**src/rtl/spr_line_eval.sv**
```systemverilog
// Per-line sprite evaluator: scans sprites 0..63 at each line start and emits one descriptor per hit.
// Optional build macro SPR_LINE_EVAL_OVF_EN: flag, and stop on, a hit found after MAX_PER_LINE descriptors.
module spr_line_eval #(
  parameter int MAX_PER_LINE = 16
) (
  input  logic       clk,
  input  logic       reset_n,
  input  logic       line_start,
  input  logic [7:0] line_num,
  output logic [5:0] spr_sel,
  input  logic [8:0] spr_x,
  input  logic [7:0] spr_y,
  input  logic [8:0] spr_idx,
  input  logic       spr_enable,
  input  logic       spr_priority,
  input  logic [1:0] spr_palette,
  input  logic       spr_h16,
  input  logic       spr_vflip,
  input  logic       spr_hflip,
  output logic       out_valid,
  input  logic       out_ready,
  output logic [8:0] out_x,
  output logic [8:0] out_tile,
  output logic [2:0] out_row,
  output logic [1:0] out_palette,
  output logic       out_priority,
  output logic       out_hflip,
  output logic       done,
  output logic       overflow
);

`ifdef SPR_LINE_EVAL_OVF_EN
  localparam bit OVF_EN = 1'b1;
`else
  localparam bit OVF_EN = 1'b0;
`endif

  localparam logic [6:0] MAX_CNT = 7'(MAX_PER_LINE);

  typedef enum logic [1:0] {IDLE, SCAN, HOLD, DONE} state_t;

  state_t     state_reg, state_next;
  logic [7:0] line_reg, line_next;
  logic [5:0] sel_reg, sel_next;
  logic [6:0] count_reg, count_next;
  logic       fin_reg, fin_next;
  logic       ovf_reg, ovf_next;
  logic       valid_reg, valid_next;
  logic [8:0] x_reg, x_next;
  logic [8:0] tile_reg, tile_next;
  logic [2:0] row_reg, row_next;
  logic [1:0] pal_reg, pal_next;
  logic       pri_reg, pri_next;
  logic       hflip_reg, hflip_next;

  // Intersection test for the sprite currently addressed; dy wraps so sprites straddling line 255 still hit.
  logic [7:0] dy;
  logic       hit;
  logic [3:0] r;
  assign dy  = line_reg - spr_y;
  assign hit = spr_enable && (dy < (spr_h16 ? 8'd16 : 8'd8));
  assign r   = dy[3:0] ^ (spr_vflip ? (spr_h16 ? 4'hF : 4'h7) : 4'h0);

  always_ff @(posedge clk or negedge reset_n) begin
    if (!reset_n) begin
      state_reg <= IDLE;
      line_reg  <= '0;
      sel_reg   <= '0;
      count_reg <= '0;
      fin_reg   <= 1'b0;
      ovf_reg   <= 1'b0;
      valid_reg <= 1'b0;
      x_reg     <= '0;
      tile_reg  <= '0;
      row_reg   <= '0;
      pal_reg   <= '0;
      pri_reg   <= 1'b0;
      hflip_reg <= 1'b0;
    end else begin
      state_reg <= state_next;
      line_reg  <= line_next;
      sel_reg   <= sel_next;
      count_reg <= count_next;
      fin_reg   <= fin_next;
      ovf_reg   <= ovf_next;
      valid_reg <= valid_next;
      x_reg     <= x_next;
      tile_reg  <= tile_next;
      row_reg   <= row_next;
      pal_reg   <= pal_next;
      pri_reg   <= pri_next;
      hflip_reg <= hflip_next;
    end
  end

  always_comb begin
    state_next = state_reg;
    line_next  = line_reg;
    sel_next   = sel_reg;
    count_next = count_reg;
    fin_next   = fin_reg;
    ovf_next   = ovf_reg;
    valid_next = valid_reg;
    x_next     = x_reg;
    tile_next  = tile_reg;
    row_next   = row_reg;
    pal_next   = pal_reg;
    pri_next   = pri_reg;
    hflip_next = hflip_reg;

    case (state_reg)
      SCAN: begin
        // A sprite is only evaluated once the descriptor register is free or being accepted now.
        if (valid_reg && !out_ready) begin
          state_next = HOLD;
        end else begin
          valid_next = 1'b0;
          if (fin_reg) begin
            state_next = DONE;
          end else if (hit) begin
            if (count_reg < MAX_CNT) begin
              valid_next = 1'b1;
              x_next     = spr_x;
              tile_next  = spr_idx + {8'd0, r[3]};
              row_next   = r[2:0];
              pal_next   = spr_palette;
              pri_next   = spr_priority;
              hflip_next = spr_hflip;
              count_next = count_reg + 7'd1;
              if (sel_reg == 6'd63 || (!OVF_EN && count_reg == MAX_CNT - 7'd1))
                fin_next = 1'b1;
              else
                sel_next = sel_reg + 6'd1;
            end else begin
              ovf_next   = OVF_EN;
              state_next = DONE;
            end
          end else if (sel_reg == 6'd63) begin
            state_next = DONE;
          end else begin
            sel_next = sel_reg + 6'd1;
          end
        end
      end
      HOLD: begin
        if (out_ready) begin
          valid_next = 1'b0;
          state_next = fin_reg ? DONE : SCAN;
        end
      end
      DONE:    state_next = IDLE;
      default: state_next = IDLE;
    endcase

    // A new line always wins: any pending descriptor is dropped and the scan restarts.
    if (line_start) begin
      state_next = SCAN;
      line_next  = line_num;
      sel_next   = 6'd0;
      count_next = 7'd0;
      fin_next   = 1'b0;
      ovf_next   = 1'b0;
      valid_next = 1'b0;
    end
  end

  always_comb begin
    spr_sel      = sel_reg;
    out_valid    = valid_reg;
    out_x        = x_reg;
    out_tile     = tile_reg;
    out_row      = row_reg;
    out_palette  = pal_reg;
    out_priority = pri_reg;
    out_hflip    = hflip_reg;
    done         = (state_reg == DONE);
    overflow     = ovf_reg;
  end

endmodule

```
**config.mk**
```make
export PLATFORM = sky130hd
export DESIGN_NAME = spr_line_eval
export DESIGN_NICKNAME = d
export VERILOG_FILES = /design/src/rtl/spr_line_eval.sv
export SDC_FILE = /design/constraint.sdc
export NUM_CORES = 1
export LEC_CHECK = 0
export CORE_ASPECT_RATIO = 1.5
export CORE_UTILIZATION = 30
export CTS_CLUSTER_DIAMETER = 30
export DETAILED_ROUTE_END_ITERATION = 7
export DONT_BUFFER_PORTS = 1
export SETUP_SLACK_MARGIN = 0.3
export SKIP_LAST_GASP = 1
export SYNTH_ARGS = -nofsm -noshare
export SYNTH_HDL_FRONTEND = slang
export SYNTH_SLANG_ARGS = --single-unit
export TNS_END_PERCENT = 5
```
**constraint.sdc**
```tcl
create_clock -name clk -period 3.23 [get_ports clk]
set_input_delay 0.646 -clock clk [delete_from_list [all_inputs] [get_ports clk]]
set_output_delay 0.646 -clock clk [all_outputs]
set_load 0.02 [all_outputs]
```
## Yosys cells after proc, flatten, opt, wreduce, memory -nomap -nowiden

Index checks and enable logic that the tools add are counted.

- Bits in registers: 51
- Input bits: 45
- Output and inout bits: 34

- Add/subtract/negate cells: 4
- $lt $le $gt $ge: 2
- Equality and inequality tests: 15
- Muxes and demuxes: 46
- Bitwise logic cells: 3
- Reduce and logical (&&, ||, !) cells: 15

Operator list:

| operator | number |
|---|---|
| 2-to-1 mux 6 bit | 8 |
| 2-to-1 mux 7 bit | 6 |
| 2-to-1 mux 1 bit | 19 |
| 2-to-1 mux 2 bit | 8 |
| AND reduction 5 bit | 3 |
| != test 3 bit (second input constant) | 4 |
| != test 6 bit (second input constant) | 2 |
| adder 9 x 1 -> 9 bit | 1 |
| < comparator 8 x 5 -> 1 bit | 1 |
| 2-to-1 mux 4 bit | 2 |
| subtractor 8 bit | 1 |
| adder 7 x 1 -> 7 bit (second input constant) | 1 |
| == test 7 x 4 -> 1 bit (second input constant) | 1 |
| < comparator 7 x 5 -> 1 bit (second input constant) | 1 |
| adder 6 x 1 -> 6 bit (second input constant) | 1 |
| == test 6 bit (second input constant) | 1 |
| != test 2 bit (second input constant) | 3 |
| AND reduction 3 bit | 2 |
| AND reduction 6 bit | 1 |
| nonzero test 2 bit | 3 |
| 2-to-1 mux 5 bit | 1 |
| == test 2 bit (second input constant) | 2 |
| case mux 2 bit (2 select lines) | 1 |
| XOR 4 bit | 1 |
| other kinds (9) | 11 |

## Logic depth before layout (Yosys ltp)

Gate-level depths: netlist of the first run.

- Depth in word-level cells: 9
- Mapped depth: 15
- Mapped depth without buffers: 14

## Least setup slack after synthesis of the first run

Ideal clock, no wire load.

- Path type: in2reg
- Start point: input spr_y[2]
- End point: register pal_reg[1], in the netlist out_palette[1]
- Arrival time: 3.407 ns
- Slack: -0.302 ns
- Cell stages on the path: 11
- Path buffers: 1
- Path through: inv_1 > ha_1 > nor2b_1 > o31ai_1 > a21boi_0 > ha_1 > o2111a_1 > a2111o_1 > nor3_4 > buf_6 > mux2_2

- Cells in the longest elaborated chain, start to end: 4

RTL lines:

| item | line | text |
|---|---|---|
| start: declaration | 12 | `input logic [7:0] spr_y,` |
| subtractor 8 bit | 60 | `assign dy = line_reg - spr_y;` |
| < comparator 8 x 5 -> 1 bit | 61 | `assign hit = spr_enable && (dy < (spr_h16 ? 8'd16 : 8'd8));` |
| logical AND 1 bit | 61 |  |
| AND reduction 5 bit (no line) | - |  |
| end signal: assignment | 90 | `pal_reg <= pal_next;` |
| end: declaration | 52 | `logic [1:0] pal_reg, pal_next;` |

Every way passes these cells.
A chain may end at the register's enable or synchronous reset.

## Final worst setup path of the first run

- Start point: register line_reg[0]
- End point: register count_reg[2]

- Cells in the longest elaborated chain, start to end: 5

RTL lines:

| item | line | text |
|---|---|---|
| start: declaration | 43 | `logic [7:0] line_reg, line_next;` |
| start signal: assignment | 81 | `line_reg <= line_next;` |
| subtractor 8 bit | 60 |  |
| < comparator 8 x 5 -> 1 bit | 61 |  |
| logical AND 1 bit | 61 |  |
| nonzero test 2 bit (no line) | - |  |
| AND reduction 5 bit (no line) | - |  |
| end signal: assignment | 83 | `count_reg <= count_next;` |
| end: declaration | 45 | `logic [6:0] count_reg, count_next;` |

Every way passes these cells.

==> impl_metrics.tcl, run 1 <==
set metrics [dict create \
    status "completed" \
    synth_edf_count 0 \
    synth_area_leaders "dfrtp_1 45%, mux2_2 13%, ha_1 7.2%, xnor2_1 4.1%, nor2_1 2.4%" \
    place_hpwl_um 4319 \
    grt_pass1_wl_um 9411 \
    placed_cell_area_sq_um 2979 \
    core_sq_um 8881 \
    io_pins 79 \
    max_cap_violations 0 \
    clock-sinks 50 \
    end_kind "flip-flop" \
    rows 42 \
    clockRootBuffer "clkbuf_16" \
    worstSkewPairLatency_ns 0.29 \
    max_slew_margin 0.6485 \
    final_common_cell "dfrtp_1" \
    dieWidth_um 80.50 \
    crit_fanout 5 \
    track_usage 0.1272 \
    period_minus_slack_ns 3.038 \
    hold_viol 0 \
    final_cell_mix "50 x dfrtp_1, 33 x mux2_2, 18 x nor2_1" \
    critPathLaunchType "flip-flop" \
    antenna_found_initial 0 \
    worst_pin_slew_ns 0.5249 \
    clock.fmax_ghz 0.3292 \
    p_per_area_nw_per_um2 715.5 \
    crit_type "reg2reg" \
    place.gp.congestion 0.7796 \
    clk_path_buf_depth 2 \
    final_max_slew_viol_count 0 \
    area_delta_synth_final_pct 16.38 \
    tritoncts "done" \
    drive_above_1_share 0.2799 \
    yosys_warnings 0 \
    ys.flop_type "dfrtp_1" \
    nFillCells 864 \
    postSynthAreaPerCell_sq_um 11.09 \
    yosysTopAreaCell "dfrtp_1" \
    wl_um 5827 \
    yosys.area.top_type_share 0.4513 \
    fin_crit_sh 0.9404 \
    htree_levels 2 \
    syn_area_sq_um 2773 \
    skew_ns 0.007209 \
    drt_iter0_markers 54 \
    vdd_ir_drop_max_mv 0.2531 \
    route.detailed.drc 0 \
    clkTransAtPathRegs_ns 0.07 \
    ys_seq_area_frac 0.4513 \
    die_h_um 119.7 \
    cts_hold_buf 0 \
    synth.net_count 312 \
    drtPass1Iterations 4 \
    finalSetupViolCount 0 \
    drt-vias-per-instance 5.090 \
    diodes 0 \
    synth_seq_cells 50 \
    final_area_sq_um 3227 \
    rrSetupSlack_ns 0.19 \
    async_flop_share 1.000 \
    p_leak_nw 1.435 \
    arrival_ns 3.25 \
    nets 329 \
    numCtsBuffers 5 \
    rsz0062_at_grt "yes" \
    grt_start_max_net_pins 51 \
    hold_class "in2async" \
    total_power_mw 2.309 \
    syn-instance-count 250 \
    critical_path_required_ns 3.45 \
    dieArea_sq_um 9638 \
    grt_pass1_vias 1975 \
    grt_overflow 0 \
    ant_nets 0 \
    wl_per_cell_um 15.42 \
    synth.distinct_cells 45 \
    port_buffers 0 \
    num_vias 1924 \
    initial_core_util 0.3122 \
]
[stage by stage]
step | hold WS, ns | instances | setup WS [ns] | setup TNS [ns] | utilization
finish | 0.04267 | 378 | 0.1925 | 0 | 0.3633
global placement | 0.3515 | 366 | -0.2141 | -5.742 | 0.3354
CTS | 0.03036 | 374 | 0.03469 | 0 | 0.3549
global route | 0.02787 | 378 | 0.03525 | 0 | 0.3633
detailed placement | 0.3510 | 366 | -0.2562 | -7.141 | 0.3354
floorplan | 0.3504 | 250 | -0.2323 | -4.844 | -
[area by class of cell]
| cell class | count | area, sq um | share of cell area |
|---|---|---|---|
| clock buffer | 5 | 125.1 | 0.03877 |
| clock inverter | 3 | 47.55 | 0.01473 |
| inverter | 15 | 56.30 | 0.01745 |
| multi-input combinational | 178 | 1469 | 0.4552 |
| sequential | 50 | 1251 | 0.3877 |
| tap | 110 | 137.6 | 0.04265 |
| timing repair buffer | 17 | 140.1 | 0.04343 |
[where the power goes]
part	total (mW)	switching (mW)	internal (mW)
Sequential	1.15	0.348	0.804
Combinational	0.546	0.240	0.306
Clock	0.611	0.242	0.370
Total	2.31	0.830	1.48
[synth_stat cells, types with 2 or more instances]
cell type and count:
inv_1 15, or3_1 4, clkbuf_1 2, o21ai_0 10, nand2b_1 3, a21oi_1 12, nor2_1 18, nand3_1 8
xor2_1 4, ha_1 16, a31oi_1 3, o2111ai_1 2, mux2i_1 5, nand2_1 12, o21a_1 2, xnor2_1 13
o31ai_1 2, nor3_1 2, or3b_2 2, buf_6 2, mux2_2 33, a21o_1 2, nor2b_1 6, dfrtp_1 50
a31o_2 2
[critical path, cell delays in order, from the launching register on]
cell       delay (ns)
dfrtp_1          0.34
inv_2            0.05
ha_4             0.15
fa_2             0.36
nor2b_4          0.16
o21ai_1          0.09
a21boi_2         0.14
ha_2             0.27
o2111a_2         0.15
a2111oi_4        0.34
nand4b_1         0.27
buf_4            0.22
or3_1            0.30
a21oi_1          0.14
[cells by family after synthesis]
family,Yosys count,synth area share
DFF,50,0.4513
AOI/OAI and AO/OA,44,0.1119
muxes,38,0.1521
other,1,0.001352
and+or+nand+nor,61,0.1133
adders and majority gates,17,0.07942
xor gates and xnor gates,17,0.05370
buffers and inverters,22,0.03700
[timing repair]
item	in CTS	in global routing
pin swaps	0	3
resized for setup	0	14
setup endpoints to repair	36	40
setup buffers	0	4
gates cloned	0	0
[layer usage]
layer / global-route usage / wire, um
met5: 0 / 0
met4: 0.05134 / 122
met3: 0.02814 / 270
met2: 0.2357 / 3220
met1: 0.1345 / 2214
[path summary, 6_finish.rpt]
path / startpoint / endpoint / cells past startpoint
setup reg to reg: line_reg[0]$_DFFE_PN0P_ / count_reg[2]$_DFFE_PN0P_ / 13
min in group clk: line_start / spr_sel[5]$_DFFE_PN0P_ / 1
hold reg to reg: count_reg[6]$_DFFE_PN0P_ / count_reg[6]$_DFFE_PN0P_ / 1
setup / recovery: line_reg[0]$_DFFE_PN0P_ / count_reg[2]$_DFFE_PN0P_ / 13
hold / removal: reset_n / out_x[7]$_DFFE_PN0P_ / 0
max in group asynchronous: reset_n / spr_sel[2]$_DFFE_PN0P_ / 0
No activity file was read; power rests on OpenSTA's default activity.
==> run 2, diff against run 1 <==
--- a/config.mk
+++ b/config.mk
@@ -5,7 +5,9 @@
 export SDC_FILE = /design/constraint.sdc
 export NUM_CORES = 1
 export LEC_CHECK = 0
+export CAP_MARGIN = 10
 export CORE_ASPECT_RATIO = 1.5
+export CORE_MARGIN = 1
 export CORE_UTILIZATION = 30
 export CTS_CLUSTER_DIAMETER = 30
 export DETAILED_ROUTE_END_ITERATION = 7
==> results of run 2 <==
No change in the layout: final DEF, timing and power equal those of run 1.
